===== src/rtl/chunk_serial_adder.sv =====
// Serial adder/subtractor: processes CHUNK bits per clock, LSB chunk first,
// and publishes sum/cout/ovf only when the last chunk has been added.
module chunk_serial_adder #(
  parameter int WIDTH = 16,
  parameter int CHUNK = 4
) (
  input  logic             clk,
  input  logic             rst_n,
  input  logic             start,
  input  logic             mode,
  input  logic [WIDTH-1:0] a,
  input  logic [WIDTH-1:0] b,
  input  logic             cin,
  output logic             busy,
  output logic             done,
  output logic [WIDTH-1:0] sum,
  output logic             cout,
  output logic             ovf,
  output logic [1:0]       dbg_state_o
);

  localparam int N    = WIDTH / CHUNK;
  localparam int IDXW = (N > 1) ? $clog2(N) : 1;

  typedef enum logic [1:0] {
    S_IDLE = 2'd0,
    S_RUN  = 2'd1,
    S_DONE = 2'd2
  } state_e;

  // Handshake: start is sampled on any rising edge outside RUN; done is a
  // one-cycle strobe and sum/cout/ovf stay valid until the next completion.
  state_e           state_q, state_d;
  logic [WIDTH-1:0] a_q, a_d, b_q, b_d;
  logic [WIDTH-1:0] shadow_q, shadow_d, sum_q, sum_d;
  logic             carry_q, carry_d, cout_q, cout_d, ovf_q, ovf_d;
  logic             a_msb_q, a_msb_d, b_msb_q, b_msb_d;
  logic [IDXW-1:0]  idx_q, idx_d;
  logic [CHUNK:0]   chunk_res;
  logic [WIDTH-1:0] shadow_next;
  logic             accept, last_chunk;

  assign accept     = start && (state_q != S_RUN);
  assign last_chunk = (idx_q == IDXW'(N - 1));

  // Operands shift right so the active chunk always sits at bit 0; the
  // result shifts in from the top so it is aligned after N steps.
  assign chunk_res   = {1'b0, a_q[CHUNK-1:0]} + {1'b0, b_q[CHUNK-1:0]}
                     + {{CHUNK{1'b0}}, carry_q};
  assign shadow_next = (shadow_q >> CHUNK)
                     | (WIDTH'(chunk_res[CHUNK-1:0]) << (WIDTH - CHUNK));

  always_ff @(posedge clk or negedge rst_n) begin
    if (!rst_n) begin
      state_q  <= S_IDLE;
      a_q      <= '0;
      b_q      <= '0;
      shadow_q <= '0;
      sum_q    <= '0;
      carry_q  <= 1'b0;
      cout_q   <= 1'b0;
      ovf_q    <= 1'b0;
      a_msb_q  <= 1'b0;
      b_msb_q  <= 1'b0;
      idx_q    <= '0;
    end else begin
      state_q  <= state_d;
      a_q      <= a_d;
      b_q      <= b_d;
      shadow_q <= shadow_d;
      sum_q    <= sum_d;
      carry_q  <= carry_d;
      cout_q   <= cout_d;
      ovf_q    <= ovf_d;
      a_msb_q  <= a_msb_d;
      b_msb_q  <= b_msb_d;
      idx_q    <= idx_d;
    end
  end

  always_comb begin
    state_d = state_q;
    case (state_q)
      S_IDLE:  if (start) state_d = S_RUN;
      S_RUN:   if (last_chunk) state_d = S_DONE;
      S_DONE:  state_d = start ? S_RUN : S_IDLE;
      default: state_d = S_IDLE;
    endcase
  end

  always_comb begin
    a_d      = a_q;
    b_d      = b_q;
    shadow_d = shadow_q;
    sum_d    = sum_q;
    carry_d  = carry_q;
    cout_d   = cout_q;
    ovf_d    = ovf_q;
    a_msb_d  = a_msb_q;
    b_msb_d  = b_msb_q;
    idx_d    = idx_q;
    if (accept) begin
      // Subtract is a + ~b + ~cin: borrow-in inverts into carry-in.
      a_d     = a;
      b_d     = mode ? ~b : b;
      carry_d = mode ? ~cin : cin;
      a_msb_d = a[WIDTH-1];
      b_msb_d = mode ? ~b[WIDTH-1] : b[WIDTH-1];
      idx_d   = '0;
    end else if (state_q == S_RUN) begin
      a_d      = a_q >> CHUNK;
      b_d      = b_q >> CHUNK;
      carry_d  = chunk_res[CHUNK];
      shadow_d = shadow_next;
      idx_d    = idx_q + IDXW'(1);
      if (last_chunk) begin
        sum_d  = shadow_next;
        cout_d = chunk_res[CHUNK];
        ovf_d  = (a_msb_q == b_msb_q) && (shadow_next[WIDTH-1] != a_msb_q);
      end
    end
  end

  always_comb begin
    busy        = (state_q == S_RUN);
    done        = (state_q == S_DONE);
    sum         = sum_q;
    cout        = cout_q;
    ovf         = ovf_q;
    dbg_state_o = state_q;
  end

endmodule


===== config.mk =====
export PLATFORM = sky130hd
export DESIGN_NAME = chunk_serial_adder
export DESIGN_NICKNAME = d
export VERILOG_FILES = /design/src/rtl/chunk_serial_adder.sv
export SDC_FILE = /design/constraint.sdc
export NUM_CORES = 1
export LEC_CHECK = 0
export CAP_MARGIN = 20
export CELL_PAD_IN_SITES_DETAIL_PLACEMENT = 0
export CELL_PAD_IN_SITES_GLOBAL_PLACEMENT = 1
export CORE_ASPECT_RATIO = 0.9
export CORE_MARGIN = 2
export CORE_UTILIZATION = 40
export DETAILED_ROUTE_END_ITERATION = 6
export DONT_BUFFER_PORTS = 1
export PLACE_DENSITY = 0.74
export SYNTH_ARGS = -nofsm -noshare
export SYNTH_HDL_FRONTEND = slang
export SYNTH_SLANG_ARGS = --single-unit

===== constraint.sdc =====
create_clock -name clk -period 4.57 [get_ports clk]
set_clock_uncertainty 0.2 [all_clocks]
set_input_delay 1.1425 -clock clk [delete_from_list [all_inputs] [get_ports clk]]
set_output_delay 1.1425 -clock clk [all_outputs]
set_load 0.02 [all_outputs]

==> impl_metrics.yaml <==
outcome:
  outcome: "completed"
cells_and_area:
  post-route-util: 0.4475
  num_antenna_cells: 0
  area_growth_synth_to_finish_pct: 7.876
  layout.nets: 337
  layout.filler_cells: 740
  stdcell_area_mm2: 0.003393
  post_route_cells_drive_above_1_share: 0.1141
clock_tree:
  worst_setup_hold_path_clk_slew_ns: 0.07
  clk-insertion-delay-late_ns: 0.35
  numClockSinks: 69
  cts.htree.levels: 3
  cts.root.buffer_cell: "clkbuf_8"
  clock_tree_from_tritoncts: "yes"
  cts_made_buffers: 9
  largest_buffer_count_on_any_clock_path: 2
  cts_hold_buf: 0
  post_cts.repair.setup_buffers: 0
  post_cts_resized: 0
synth:
  postSynth.asyncResetShare: 1.000
  netlist_area_mm2: 0.003146
  synth_area_leaders: "dfrtp_1 (55%), nand2_1 (7.6%), o21ai_0 (5.6%)"
  synthFlopType: "dfrtp_1"
  yosys_warnings: 0
  postSynthAreaPerCell_um2: 10.45
  post_synth_most_frequent_cells: "dfrtp_1 (69), nand2_1 (64), o21ai_0 (35), nor2_1 (20), xnor2_1 (17)"
  synth_enable_flop_cells: 0
  synth_sequential_area_ratio: 0.5489
  postSynthCellCount: 301
  synthDistinctLibCells: 30
  netlist.area_leader.share: 0.5489
  post-synth-top-area-cell: "dfrtp_1"
  postSynthNetCount: 344
  synth-seq-cells: 69
  synth.most_common_cell: "dfrtp_1"
worst_setup_path:
  reg2reg_depth: 5
  timing.rr.start: "dbg_state_o[1]"
  path_cells: "nand2b_4 -> inv_4"
  critical_path.slowest_cell: "inv_4"
  start_kind: "flip-flop"
  critical_path.endpoint_type: "output pin"
  r2r-end: "sum[5]"
  timing.reg2reg.setup_slack_ns: 2.19
  crit_arrival_ns: 1.65
  critPathMaxStageDelay_ns: 0.53
  critPathKind: "flip-flop to output pin"
  worst-endpoint-required_ns: 3.23
  crit_path_max_fanout: 69
power_and_ir_drop:
  irDropWorstVdd_mv: 0.2590
  p_leak_nw: 1.574
  power.density_cell_area_mw_per_mm2: 705.7
timing:
  setup_viol: 0
  worst-slew-pin-transition_ns: 0.6496
  period_needed_ns: 2.995
  fin_tns_setup_ns: 0
  finalHoldViolCount: 0
  fin_crit_sh: 0.6553
  fin_hold_ws_ns: 0.2781
  max_slew_headroom: 0.5669
  achievable-frequency_ghz: 0.3339
  timing.final.max_slew_violations: 0
  setup_repair_after_global_routing_missed_its_margin: "no"
grt:
  grt_antenna_before_repair: 0
  maximum_number_of_pins_on_one_net_before_global_route_repair: 70
  grt_first_pass_wirelength_um: 9729
  grt-ovfl-total: 0
  track_usage: 0.1471
  grt_pass1_vias: 2018
route:
  detail-route-antenna-nets: 0
  route.detailed.wl_per_inst_um: 14.36
  drc_errors: 0
  totalWireLength_um: 5656
  drt_iter0_drc: 49
  route.vias.total: 1967
  post_drt_via_cell_ratio: 4.992
  firstDrtPassIters: 4
floorplanning:
  chipHeight_um: 88.13
  core_area_mm2: 0.007582
  starting_density: 0.4149
  core.rowCount: 30
  die_width_um: 97.48
  pin_count: 59
  dieArea_mm2: 0.008590
placed_design:
  numPortBuffers: 0
  gpl.final_weighted_congestion: 0.6873
  placement.cell_area_mm2: 0.003157
  hpwl_um: 3774
hold_path:
  holdCritPathClass: "primary input to asynchronous set/reset pin"
run:
  max_cap_viol_count: 0
-- layout make-up --
cell class              instances  area [µm²]  area share
inverters                       7       31.28    0.009218
well taps                      96       120.1     0.03540
clock inverters                 6       112.6     0.03319
clock buffers                   9       123.9     0.03650
multi-input cells             207        1279      0.3768
flip-flops and latches         69        1727      0.5089
-- how the worst max path moves through the flow --
stage,start,cells after the start,endpoint,slack (ns)
global placement,dbg_state_o[1],2,busy,1.94
floorplan,dbg_state_o[1],4,busy,2.13
global route,dbg_state_o[1],2,busy,1.45
detailed placement,dbg_state_o[1],2,busy,1.92
CTS,dbg_state_o[1],2,busy,1.53
finish,dbg_state_o[1],2,busy,1.58
-- where the power goes --
part / switching, mW / internal [mW]
sequential: 0.276 / 0.878
clock: 0.231 / 0.360
combinational: 0.378 / 0.271
total: 0.885 / 1.51
-- sequential cells by signal (all words and copies together), names as in the netlist --
name	count
b_q	16
cout	1
a_msb_q	1
ovf	1
a_q	16
b_msb_q	1
dbg_state_o	2
shadow_q	12
sum	16
carry_q	1
idx_q	2
-- cell families (layout without fill, tap and decap cells) --
| group | Yosys count | after routing | synth area share |
|---|---|---|---|
| AOI/OAI and AO/OA | 59 | 59 | 0.1018 |
| muxes | 30 | 30 | 0.1010 |
| DFF | 69 | 69 | 0.5489 |
| and+or+nand+nor | 93 | 93 | 0.1221 |
| buffers and inverters | 25 | 22 | 0.04455 |
| adders and majority gates | 6 | 6 | 0.02864 |
| xor gates and xnor gates | 19 | 19 | 0.05290 |
-- per-layer routing --
layer / vias up / track usage / routed length (µm)
li1: 986 / - / -
met1: 918 / 0.1824 / 2581
met2: 49 / 0.2251 / 2514
met3: 14 / 0.06704 / 452
met4: 0 / 0.06313 / 108
met5: - / 0 / 0
-- cells in the final DEF (no fill, tap or decap), drive strengths merged, types with 3 or more instances in the layout --
cell | synthesis | layout
dfrtp | 69 | 69
nand2 | 65 | 65
o21ai | 35 | 35
nor2 | 20 | 20
xnor2 | 17 | 17
mux2i | 16 | 16
mux2 | 14 | 14
a21oi | 14 | 14
clkbuf | 6 | 9
inv | 7 | 7
a211oi | 4 | 4
ha | 4 | 4
nand3 | 3 | 3
bufinv | 0 | 3
clkinv | 0 | 3
-- critical path, delay by kind of cell, from the launching register on --
kind / cells / cell delay [ns]
buf+inv: 1 / 0.53
flops: 1 / 0.47
simple gates: 1 / 0.29
-- metrics by stage --
step / setup WS (ns) / total power [mW] / std cells
after global placement: 1.942 / 1.807 / 379
after global routing: 1.446 / 2.599 / 394
after floorplan: 2.125 / 1.700 / 301
final: 1.575 / 2.394 / 394
after detailed placement: 1.920 / 1.836 / 379
after CTS: 1.532 / 2.433 / 394
No activity file was read; power rests on OpenSTA's default activity.
